File: src/rtl/mdu_hilo_if.sv
`default_nettype none
// ============================================================================
// Module   : mdu_hilo_if
// Brief    : EX-stage <-> multiply/divide unit signal bundle (op in, HI/LO out)
// Revision : 1.0  initial release
// ============================================================================
interface mdu_hilo_if;
    logic        flush;
    logic        start;
    logic [2:0]  op;
    logic [31:0] rs_data;
    logic [31:0] rt_data;
    logic        busy;
    logic        done;
    logic [31:0] hi;
    logic [31:0] lo;

    // master: the EX stage / stall side; slave: the MDU itself
    modport master (
        output flush, start, op, rs_data, rt_data,
        input  busy, done, hi, lo
    );

    modport slave (
        input  flush, start, op, rs_data, rt_data,
        output busy, done, hi, lo
    );
endinterface
`default_nettype wire

File: src/rtl/mdu_hilo.sv
`default_nettype none
// ============================================================================
// Module   : mdu_hilo
// Brief    : Iterative multiply/divide unit owning the architectural HI/LO pair
// Revision : 1.0  initial release
// ============================================================================
module mdu_hilo #(
    parameter int MUL_LAT  = 2,
    parameter int DIV_ITER = 32
) (
    input  logic      clk,
    input  logic      rst,
    mdu_hilo_if.slave mdu
);
    localparam logic [2:0] c_op_mult  = 3'b001;
    localparam logic [2:0] c_op_multu = 3'b010;
    localparam logic [2:0] c_op_div   = 3'b011;
    localparam logic [2:0] c_op_divu  = 3'b100;
    localparam logic [2:0] c_op_mthi  = 3'b101;
    localparam logic [2:0] c_op_mtlo  = 3'b110;

    localparam logic [4:0] c_mul_cnt = 5'(MUL_LAT - 1);
    localparam logic [4:0] c_div_cnt = 5'(DIV_ITER - 1);

    typedef enum logic [1:0] {
        S_IDLE    = 2'd0,
        S_MUL     = 2'd1,
        S_DIV     = 2'd2,
        S_DIV_FIX = 2'd3
    } state_t;

    state_t      r_state,      w_state_nx;
    logic [4:0]  r_cnt,        w_cnt_nx;
    // r_opa: multiplicand, or dividend magnitude that shifts into the quotient
    logic [31:0] r_opa,        w_opa_nx;
    logic [31:0] r_opb,        w_opb_nx;
    logic [31:0] r_rem,        w_rem_nx;
    logic        r_mul_signed, w_mul_signed_nx;
    logic        r_quo_neg,    w_quo_neg_nx;
    logic        r_rem_neg,    w_rem_neg_nx;
    logic [31:0] r_hi,         w_hi_nx;
    logic [31:0] r_lo,         w_lo_nx;
    logic        r_done,       w_done_nx;

    logic        w_div_signed;
    logic [31:0] w_abs_rs;
    logic [31:0] w_abs_rt;
    logic [63:0] w_ext_a;
    logic [63:0] w_ext_b;
    logic [63:0] w_prod;
    logic [32:0] w_trial;
    logic [32:0] w_diff;
    logic [31:0] w_quo_fix;
    logic [31:0] w_rem_fix;

    // 32-bit unsigned magnitudes keep 0x80000000 intact
    assign w_div_signed = (mdu.op == c_op_div);
    assign w_abs_rs = (w_div_signed && mdu.rs_data[31]) ? (32'd0 - mdu.rs_data) : mdu.rs_data;
    assign w_abs_rt = (w_div_signed && mdu.rt_data[31]) ? (32'd0 - mdu.rt_data) : mdu.rt_data;

    assign w_ext_a = {{32{r_mul_signed & r_opa[31]}}, r_opa};
    assign w_ext_b = {{32{r_mul_signed & r_opb[31]}}, r_opb};
    assign w_prod  = w_ext_a * w_ext_b;

    // One restoring step: 33-bit trial remainder minus divisor, sign bit decides
    assign w_trial = {r_rem, r_opa[31]};
    assign w_diff  = w_trial - {1'b0, r_opb};

    assign w_quo_fix = r_quo_neg ? (32'd0 - r_opa) : r_opa;
    assign w_rem_fix = r_rem_neg ? (32'd0 - r_rem) : r_rem;

    always_comb begin
        w_state_nx      = r_state;
        w_cnt_nx        = r_cnt;
        w_opa_nx        = r_opa;
        w_opb_nx        = r_opb;
        w_rem_nx        = r_rem;
        w_mul_signed_nx = r_mul_signed;
        w_quo_neg_nx    = r_quo_neg;
        w_rem_neg_nx    = r_rem_neg;
        w_hi_nx         = r_hi;
        w_lo_nx         = r_lo;
        w_done_nx       = 1'b0;

        case (r_state)
            S_IDLE: begin
                if (mdu.start && !mdu.flush) begin
                    case (mdu.op)
                        c_op_mult, c_op_multu: begin
                            w_opa_nx        = mdu.rs_data;
                            w_opb_nx        = mdu.rt_data;
                            w_mul_signed_nx = (mdu.op == c_op_mult);
                            w_cnt_nx        = c_mul_cnt;
                            w_state_nx      = S_MUL;
                        end
                        c_op_div, c_op_divu: begin
                            w_opa_nx     = w_abs_rs;
                            w_opb_nx     = w_abs_rt;
                            w_rem_nx     = 32'd0;
                            w_quo_neg_nx = w_div_signed & (mdu.rs_data[31] ^ mdu.rt_data[31]);
                            w_rem_neg_nx = w_div_signed & mdu.rs_data[31];
                            w_cnt_nx     = c_div_cnt;
                            w_state_nx   = S_DIV;
                        end
                        c_op_mthi: w_hi_nx = mdu.rs_data;
                        c_op_mtlo: w_lo_nx = mdu.rs_data;
                        default: ;
                    endcase
                end
            end

            S_MUL: begin
                if (mdu.flush) begin
                    w_state_nx = S_IDLE;
                    w_cnt_nx   = 5'd0;
                end else if (r_cnt == 5'd0) begin
                    {w_hi_nx, w_lo_nx} = w_prod;
                    w_state_nx         = S_IDLE;
                    w_done_nx          = 1'b1;
                end else begin
                    w_cnt_nx = r_cnt - 5'd1;
                end
            end

            S_DIV: begin
                if (mdu.flush) begin
                    w_state_nx = S_IDLE;
                    w_cnt_nx   = 5'd0;
                end else begin
                    if (!w_diff[32]) begin
                        w_rem_nx = w_diff[31:0];
                        w_opa_nx = {r_opa[30:0], 1'b1};
                    end else begin
                        w_rem_nx = w_trial[31:0];
                        w_opa_nx = {r_opa[30:0], 1'b0};
                    end
                    if (r_cnt == 5'd0) begin
                        w_state_nx = S_DIV_FIX;
                    end else begin
                        w_cnt_nx = r_cnt - 5'd1;
                    end
                end
            end

            S_DIV_FIX: begin
                w_state_nx = S_IDLE;
                if (!mdu.flush) begin
                    w_lo_nx   = w_quo_fix;
                    w_hi_nx   = w_rem_fix;
                    w_done_nx = 1'b1;
                end
            end

            default: w_state_nx = S_IDLE;
        endcase
    end

    always_ff @(posedge clk) begin
        if (rst) begin
            r_state      <= S_IDLE;
            r_cnt        <= 5'd0;
            r_opa        <= 32'd0;
            r_opb        <= 32'd0;
            r_rem        <= 32'd0;
            r_mul_signed <= 1'b0;
            r_quo_neg    <= 1'b0;
            r_rem_neg    <= 1'b0;
            r_hi         <= 32'd0;
            r_lo         <= 32'd0;
            r_done       <= 1'b0;
        end else begin
            r_state      <= w_state_nx;
            r_cnt        <= w_cnt_nx;
            r_opa        <= w_opa_nx;
            r_opb        <= w_opb_nx;
            r_rem        <= w_rem_nx;
            r_mul_signed <= w_mul_signed_nx;
            r_quo_neg    <= w_quo_neg_nx;
            r_rem_neg    <= w_rem_neg_nx;
            r_hi         <= w_hi_nx;
            r_lo         <= w_lo_nx;
            r_done       <= w_done_nx;
        end
    end

    // busy decodes registered state only, so start never reaches it combinationally
    assign mdu.busy = (r_state != S_IDLE);
    assign mdu.done = r_done;
    assign mdu.hi   = r_hi;
    assign mdu.lo   = r_lo;
endmodule
`default_nettype wire

File: src/flat_wrapper.sv
// flat-port wrapper written by rule: the top's interface ports become plain ports
module mdu_hilo_flat 
#(
    parameter int MUL_LAT  = 2,
    parameter int DIV_ITER = 32
)
  (clk, rst, mdu_flush, mdu_start, mdu_op, mdu_rs_data, mdu_rt_data, mdu_busy, mdu_done, mdu_hi, mdu_lo);
  mdu_hilo_if mdu_i ();
  input  logic clk;
  input  logic rst;
  input wire logic [$bits(mdu_i.flush)-1:0] mdu_flush;
  input wire logic [$bits(mdu_i.start)-1:0] mdu_start;
  input wire logic [$bits(mdu_i.op)-1:0] mdu_op;
  input wire logic [$bits(mdu_i.rs_data)-1:0] mdu_rs_data;
  input wire logic [$bits(mdu_i.rt_data)-1:0] mdu_rt_data;
  output wire logic [$bits(mdu_i.busy)-1:0] mdu_busy;
  output wire logic [$bits(mdu_i.done)-1:0] mdu_done;
  output wire logic [$bits(mdu_i.hi)-1:0] mdu_hi;
  output wire logic [$bits(mdu_i.lo)-1:0] mdu_lo;
  assign mdu_i.flush = mdu_flush;
  assign mdu_i.start = mdu_start;
  assign mdu_i.op = mdu_op;
  assign mdu_i.rs_data = mdu_rs_data;
  assign mdu_i.rt_data = mdu_rt_data;
  assign mdu_busy = mdu_i.busy;
  assign mdu_done = mdu_i.done;
  assign mdu_hi = mdu_i.hi;
  assign mdu_lo = mdu_i.lo;
  mdu_hilo #(.MUL_LAT(MUL_LAT), .DIV_ITER(DIV_ITER)) u_core (.clk(clk), .rst(rst), .mdu(mdu_i));
endmodule
File: config.mk
export PLATFORM = sky130hd
export DESIGN_NAME = mdu_hilo_flat
export DESIGN_NICKNAME = d
export VERILOG_FILES = /design/src/rtl/mdu_hilo_if.sv /design/src/rtl/mdu_hilo.sv /design/src/flat_wrapper.sv
export SDC_FILE = /design/constraint.sdc
export NUM_CORES = 2
export LEC_CHECK = 0
export CAP_MARGIN = 30
export CORE_UTILIZATION = 40
export DETAILED_ROUTE_END_ITERATION = 7
export HOLD_SLACK_MARGIN = 0.03
export PLACE_DENSITY = 0.61
export SLEW_MARGIN = 10
export SYNTH_ARGS = -nofsm -noshare
export SYNTH_HDL_FRONTEND = slang
export SYNTH_SLANG_ARGS = --single-unit
File: constraint.sdc
create_clock -name clk -period 11.19 [get_ports clk]
set_input_delay 1.6785 -clock clk [delete_from_list [all_inputs] [get_ports clk]]
set_output_delay 1.6785 -clock clk [all_outputs]
set_load 0.05 [all_outputs]
### Yosys cells after proc, flatten, opt, wreduce, memory -nomap -nowiden

Cells that the tools add are included.
W data, S select, Z words.

| operators by class | value |
|---|---|
| add/subtract/negate cells | 6 |
| multipliers | 1 |
| equality and inequality tests | 21 |
| multiplexer cells | 43 |
| bitwise gates (word level) | 5 |
| reductions and logical operators | 23 |

Operators with widths:

| operator | count |
|---|---|
| $mux W32 | 20 |
| $pmux W32 S2 | 4 |
| $pmux W32 S3 | 2 |
| $sub A1 B32 Y32 const A | 4 |
| $mul A33 B33 Y64 | 1 |
| $sub A33 B32 Y33 | 1 |
| $pmux W5 S2 | 2 |
| $reduce_and A4 Y1 | 4 |
| $mux W5 | 3 |
| $ne A2 B2 Y1 const B | 6 |
| $reduce_and A6 Y1 | 2 |
| $mux W2 | 5 |
| $eq A3 B3 Y1 const B | 3 |
| $reduce_and A3 Y1 | 3 |
| $pmux W2 S4 | 1 |
| $reduce_bool A2 Y1 | 4 |
| $eq A3 B2 Y1 const B | 2 |
| $ne A3 B2 Y1 const B | 2 |
| $ne A3 B3 Y1 const B | 2 |
| $reduce_or A2 Y1 | 3 |
| $logic_not A5 Y1 | 1 |
| $sub A5 B1 Y5 const B | 1 |
| $and A1 B1 Y1 | 4 |
| $eq A2 B2 Y1 const B | 2 |
| 11 further kinds | 17 |

| storage, ports and cells | value |
|---|---|
| register bits | 171 |
| bits of input ports | 71 |
| output and inout bits | 66 |
| logic and storage cells | 110 |

### Longest topological paths before layout

| depth | value |
|---|---|
| word-level depth | 6 |
| gate-level depth with buffers | 31 |
| depth with buffers taken out | 28 |

### Least setup slack after synthesis

OpenSTA, ideal clock, no wires.

| timing | value |
|---|---|
| kind | reg2reg |
| start | register u_core.r_opa[31] |
| end | register u_core.r_hi[28], in the netlist u_core.mdu.hi[28] |
| library setup time | 0.086 ns |
| data arrival time | 7.891 ns |
| data required time | 11.104 ns |
| setup slack | 3.213 ns |
| stages on the path, launching flop included | 31 |
| buffers on the path | 2 |
| clock period less this slack | 7.977 ns |
| cell sequence | dfxtp_1 > and2_1 > clkbuf_1 > nand2_1 > inv_1 > fa_1 > inv_1 > fa_1 > inv_1 > fa_1 > fa_1 > inv_1 > fa_1 > inv_1 > fa_1 > inv_1 > fa_1 > fa_1 > inv_1 > ha_1 > clkbuf_1 > and4_1 > a21oi_1 > o21ai_0 > a21oi_1 > o21ai_0 > o2bb2ai_1 > o32ai_1 > xnor2_1 > nand2_1 > a211oi_1 |

| on the way | value |
|---|---|
| cells in the longest elaborated chain, start to end | 5 |

Ends and longest elaborated chain:

| what | line | RTL |
|---|---|---|
| from (decl) | mdu_hilo.sv:35 | `logic [31:0] r_opa, w_opa_nx;` |
| from (signal assigned) | mdu_hilo.sv:174 | `r_opa <= w_opa_nx;` |
| $and A1 B1 Y1 | mdu_hilo.sv:61 | `assign w_ext_a = {{32{r_mul_signed & r_opa[31]}}, r_opa};` |
| $mul A33 B33 Y64 (*) | mdu_hilo.sv:63 | `assign w_prod = w_ext_a * w_ext_b;` |
| $mux W32 (*) | mdu_hilo.sv:116 | `end else if (r_cnt == 5'd0) begin` |
| $mux W32 (*) | mdu_hilo.sv:113 | `if (mdu.flush) begin` |
| $pmux W32 S3 (*) | mdu_hilo.sv:85 | `case (r_state)` |
| to (signal assigned) | mdu_hilo.sv:180 | `r_hi <= w_hi_nx;` |
| to (decl) | mdu_hilo.sv:41 | `logic [31:0] r_hi, w_hi_nx;` |

Every way passes the cells marked *; elsewhere a longest branch is shown, timed or not. The select of a mux whose other input is x is not followed.
A chain may end at the register's enable or synchronous reset.

### Final worst setup path

| timing | value |
|---|---|
| start | register u_core.r_mul_signed |
| end | register u_core.r_hi[27], in the netlist u_core.mdu.hi[27] |

| on the way | value |
|---|---|
| cells in the longest elaborated chain, start to end | 5 |
| elaborated cells between the ends (all ways) | 6 |
| classes of those cells | 1 x mul; 3 x mux; 2 x bitwise |

Ends and longest elaborated chain:

| what | line | RTL |
|---|---|---|
| from (decl) | mdu_hilo.sv:38 | `logic r_mul_signed, w_mul_signed_nx;` |
| from (signal assigned) | mdu_hilo.sv:177 | `r_mul_signed <= w_mul_signed_nx;` |
| $and A1 B1 Y1, on equally long branches | mdu_hilo.sv:61, mdu_hilo.sv:62 |  |
| $mul A33 B33 Y64 (*) | mdu_hilo.sv:63 |  |
| $mux W32 (*) | mdu_hilo.sv:116 |  |
| $mux W32 (*) | mdu_hilo.sv:113 |  |
| $pmux W32 S3 (*) | mdu_hilo.sv:85 |  |

Marks and branches as above.

==> flow_summary.yaml <==
status:
  outcome: "finished clean"
critical_path:
  crit_path_start_kind: "flop"
  end_kind: "flop"
  cpPeakStageDelay_ns: 0.89
  cpMaxStageDelayCell: "fa_1"
  cp_common_cell: "fa_1"
  path_max_fanout: 13
  crit_type: "flop to flop"
  r2r_start: "u_core.r_mul_signed"
  ff2ff_path_depth: 26
  reg2reg_to: "u_core.mdu.hi[27]"
  cp.required_ns: 11.58
  rrSetupSlack_ns: 1.57
  critPathArrivalTime_ns: 10.01
clocking:
  path_clk_slew_ns: 0.08
  cts_setup_buffers: 0
  cts_hold_buf: 0
  cts_tree: "yes"
  root_buffer: "clkbuf_16"
  cts_buffer_depth: 2
  cts_inserted_buffers: 17
  cts.sinks: 171
  cts_resized: 0
  htree_num_levels: 4
  insertion_delay_ns: 0.52
yosys:
  yosysTopAreaCell: "fa_1"
  ys_types: 80
  synth.cell_area_mm2: 0.0498
  synth.top_cells.by_count: "1180 x inv_1, 1126 x fa_1, 918 x nand2_1, 312 x clkbuf_1, 300 x and2_1"
  ys_warn_count: 0
  synthTopCellsByArea: "fa_1 45%, inv_1 8.9%, nand2_1 6.9%, dfxtp_1 6.9%, ha_1 6.4%"
  synthesis.nets: 7264
  synth_xor_area_share_pct: 3.71
  synth-edff-count: 0
  synth-adder-area-share_pct: 51.7
  synth_compound_area_share_pct: 8.99
  synth_top_family_by_area: "adder cells"
  synth_cells: 5813
  synth-seq-area-share_pct: 6.88
  muxShareOfSynthArea_pct: 0.651
  post-synth-top-area-fraction_pct: 45.3
  async_reset_ff_share_pct: 0
  synth_flop_cell: "dfxtp_1"
  yosys_register_bits: 171
  synth.most_common_cell: "inv_1"
  avgSynthCellArea_um2: 8.56
  synth-simple-area-share_pct: 16.4
min_path:
  whs_path_depth: 2
  hp-start: "u_core.r_opa[12]"
  hold_class: "flop to flop"
  holdPathEnd: "u_core.r_opa[12]"
layout:
  fillers: 12500
  finalNetCount: 7173
  design_area_mm2: 0.0534
  area_growth_pct: 7.31
  final_core_util_pct: 43.2
  regArea_mm2: 0.00344
  drive_gt1_share_pct: 3.70
  multi_input_comb_area_mm2: 0.0406
power_and_ir_drop:
  p_per_area_mw_per_mm2: 135
  finalPower_w: 0.00722
  power_leakage_nw: 24.7
  vdd_drop_max_mv: 0.158
detailed_routing:
  drtAntennaViolNets: 0
  drtIter0Drc: 3369
  wirelength_mm: 164
  drc: 0
  via_per_inst: 5.42
  route.vias.total: 40000
  wl_per_cell_um: 22.3
  drtPass1Iterations: 6
timing:
  max_freq_mhz: 104
  timing.final.crit_share_pct: 86.0
  finalMaxSlewViolations: 0
  finalSetupTns_ns: 0
  hold_viol_final: 0
  fin_crit_ns: 9.62
  final.setup_skew_ns: 0.0192
  timing.hold.ws_ns: 0.460
  rsz0062_at_grt: "false"
  max_slew_margin_pct: 27.8
  worst_slew_pin_slew_ns: 1.08
  setup_violations: 0
floorplan:
  start_util_pct: 40.3
  die_h_um: 355
  fp.dieW_um: 355
  rows: 129
  core_mm2: 0.124
  io_pins: 137
  dieArea_mm2: 0.126
place:
  gp_congestion: 0.947
  portBuffers: 136
  post_dp_cell_area_mm2: 0.0528
  dpl.hpwl_mm: 134
global_routing:
  antenna_found_initial: 4
  grt_pass1_vias: 41300
  grt_overflow_total: 0
  grt_max_degree: 70
  grt_first_pass_wirelength_mm: 254
  track_usage_pct: 26.7
job:
  drv_cap: 0
[state kept, by name, summed over array words and instances (netlist names)]
| name | flops |
|---|---|
| u_core.r_rem | 32 |
| u_core.r_cnt | 5 |
| u_core.mdu.hi | 32 |
| u_core.r_state | 2 |
| u_core.r_mul_signed | 1 |
| u_core.mdu.lo | 32 |
| u_core.r_opb | 32 |
| u_core.mdu.done | 1 |
| u_core.r_quo_neg | 1 |
| u_core.r_opa | 32 |
| u_core.r_rem_neg | 1 |
[logic make-up after synthesis]
| kind of cell | after synthesis |
|---|---|
| muxes | 32 |
| and+or+nand+nor | 1783 |
| xor gates and xnor gates | 211 |
| buffers and inverters | 1547 |
| DFF | 171 |
| AOI/OAI and AO/OA | 689 |
| adders and majority gates | 1380 |
[placed cells by master (no fill, tap or decap), drive strengths merged, types with 60 or more instances in the layout]
master	n
inv	1187
fa	1126
nand2	919
and2	301
nor2	279
ha	254
a21oi	194
dfxtp	171
o21ai	167
xnor2	145
clkdlybuf4s50	135
buf	121
xor2	66
nor3	60
[worst max path at each step]
stage | from | to | cells past startpoint
final | u_core.r_mul_signed | u_core.mdu.hi[27] | 26
after global routing | u_core.r_mul_signed | u_core.mdu.hi[27] | 26
after CTS | u_core.r_mul_signed | u_core.mdu.hi[27] | 26
after detailed placement | u_core.r_mul_signed | u_core.mdu.hi[27] | 26
after global placement | u_core.r_opb[7] | u_core.mdu.hi[27] | 26
after floorplan | u_core.r_opa[31] | u_core.mdu.hi[28] | 30
[routing by layer]
layer / vias to the layer above / routed length, um / GRT usage, %
met3: 307 / 11500 / 3.99
li1: 17400 / - / -
met2: 1499 / 78600 / 44.0
met1: 20800 / 67500 / 35.5
met4: 0 / 6460 / 9.55
met5: - / 0 / 0
[through the flow]
step                      instances  setup WS (ns)
final                          7374           1.57
after global routing           7372           1.04
after CTS                      7369           1.54
after detailed placement       7337           1.63
after global placement         7331           1.64
after floorplan                5813           3.21
[power breakdown]
part           switching [W]  total, W  internal [W]
sequential          0.000383   0.00118      0.000794
combinational        0.00367   0.00539       0.00173
clock               0.000328  0.000646      0.000318
total                0.00438   0.00722       0.00284
[worst max-delay path, delay by kind of cell (launching register included)]
kind | cells | cell delay (ns)
AOI/OAI and AO/OA | 5 | 1.66
buffers and inverters | 7 | 1.09
adders and majority gates | 9 | 4.65
DFF | 1 | 0.62
xor gates and xnor gates | 1 | 0.15
and+or+nand+nor | 4 | 1.32
[cell type report]
cell class                 count  share of cell area, %
clock buffer                  19                  0.829
clock inverter                13                  0.246
inverter                    1181                   8.30
antenna                        2                0.00937
timing repair buffer         256                   4.37
sequential                   171                   6.44
multi-input combinational   4095                   76.0
tap                         1637                   3.83
(Power assumes the default switching activity.)
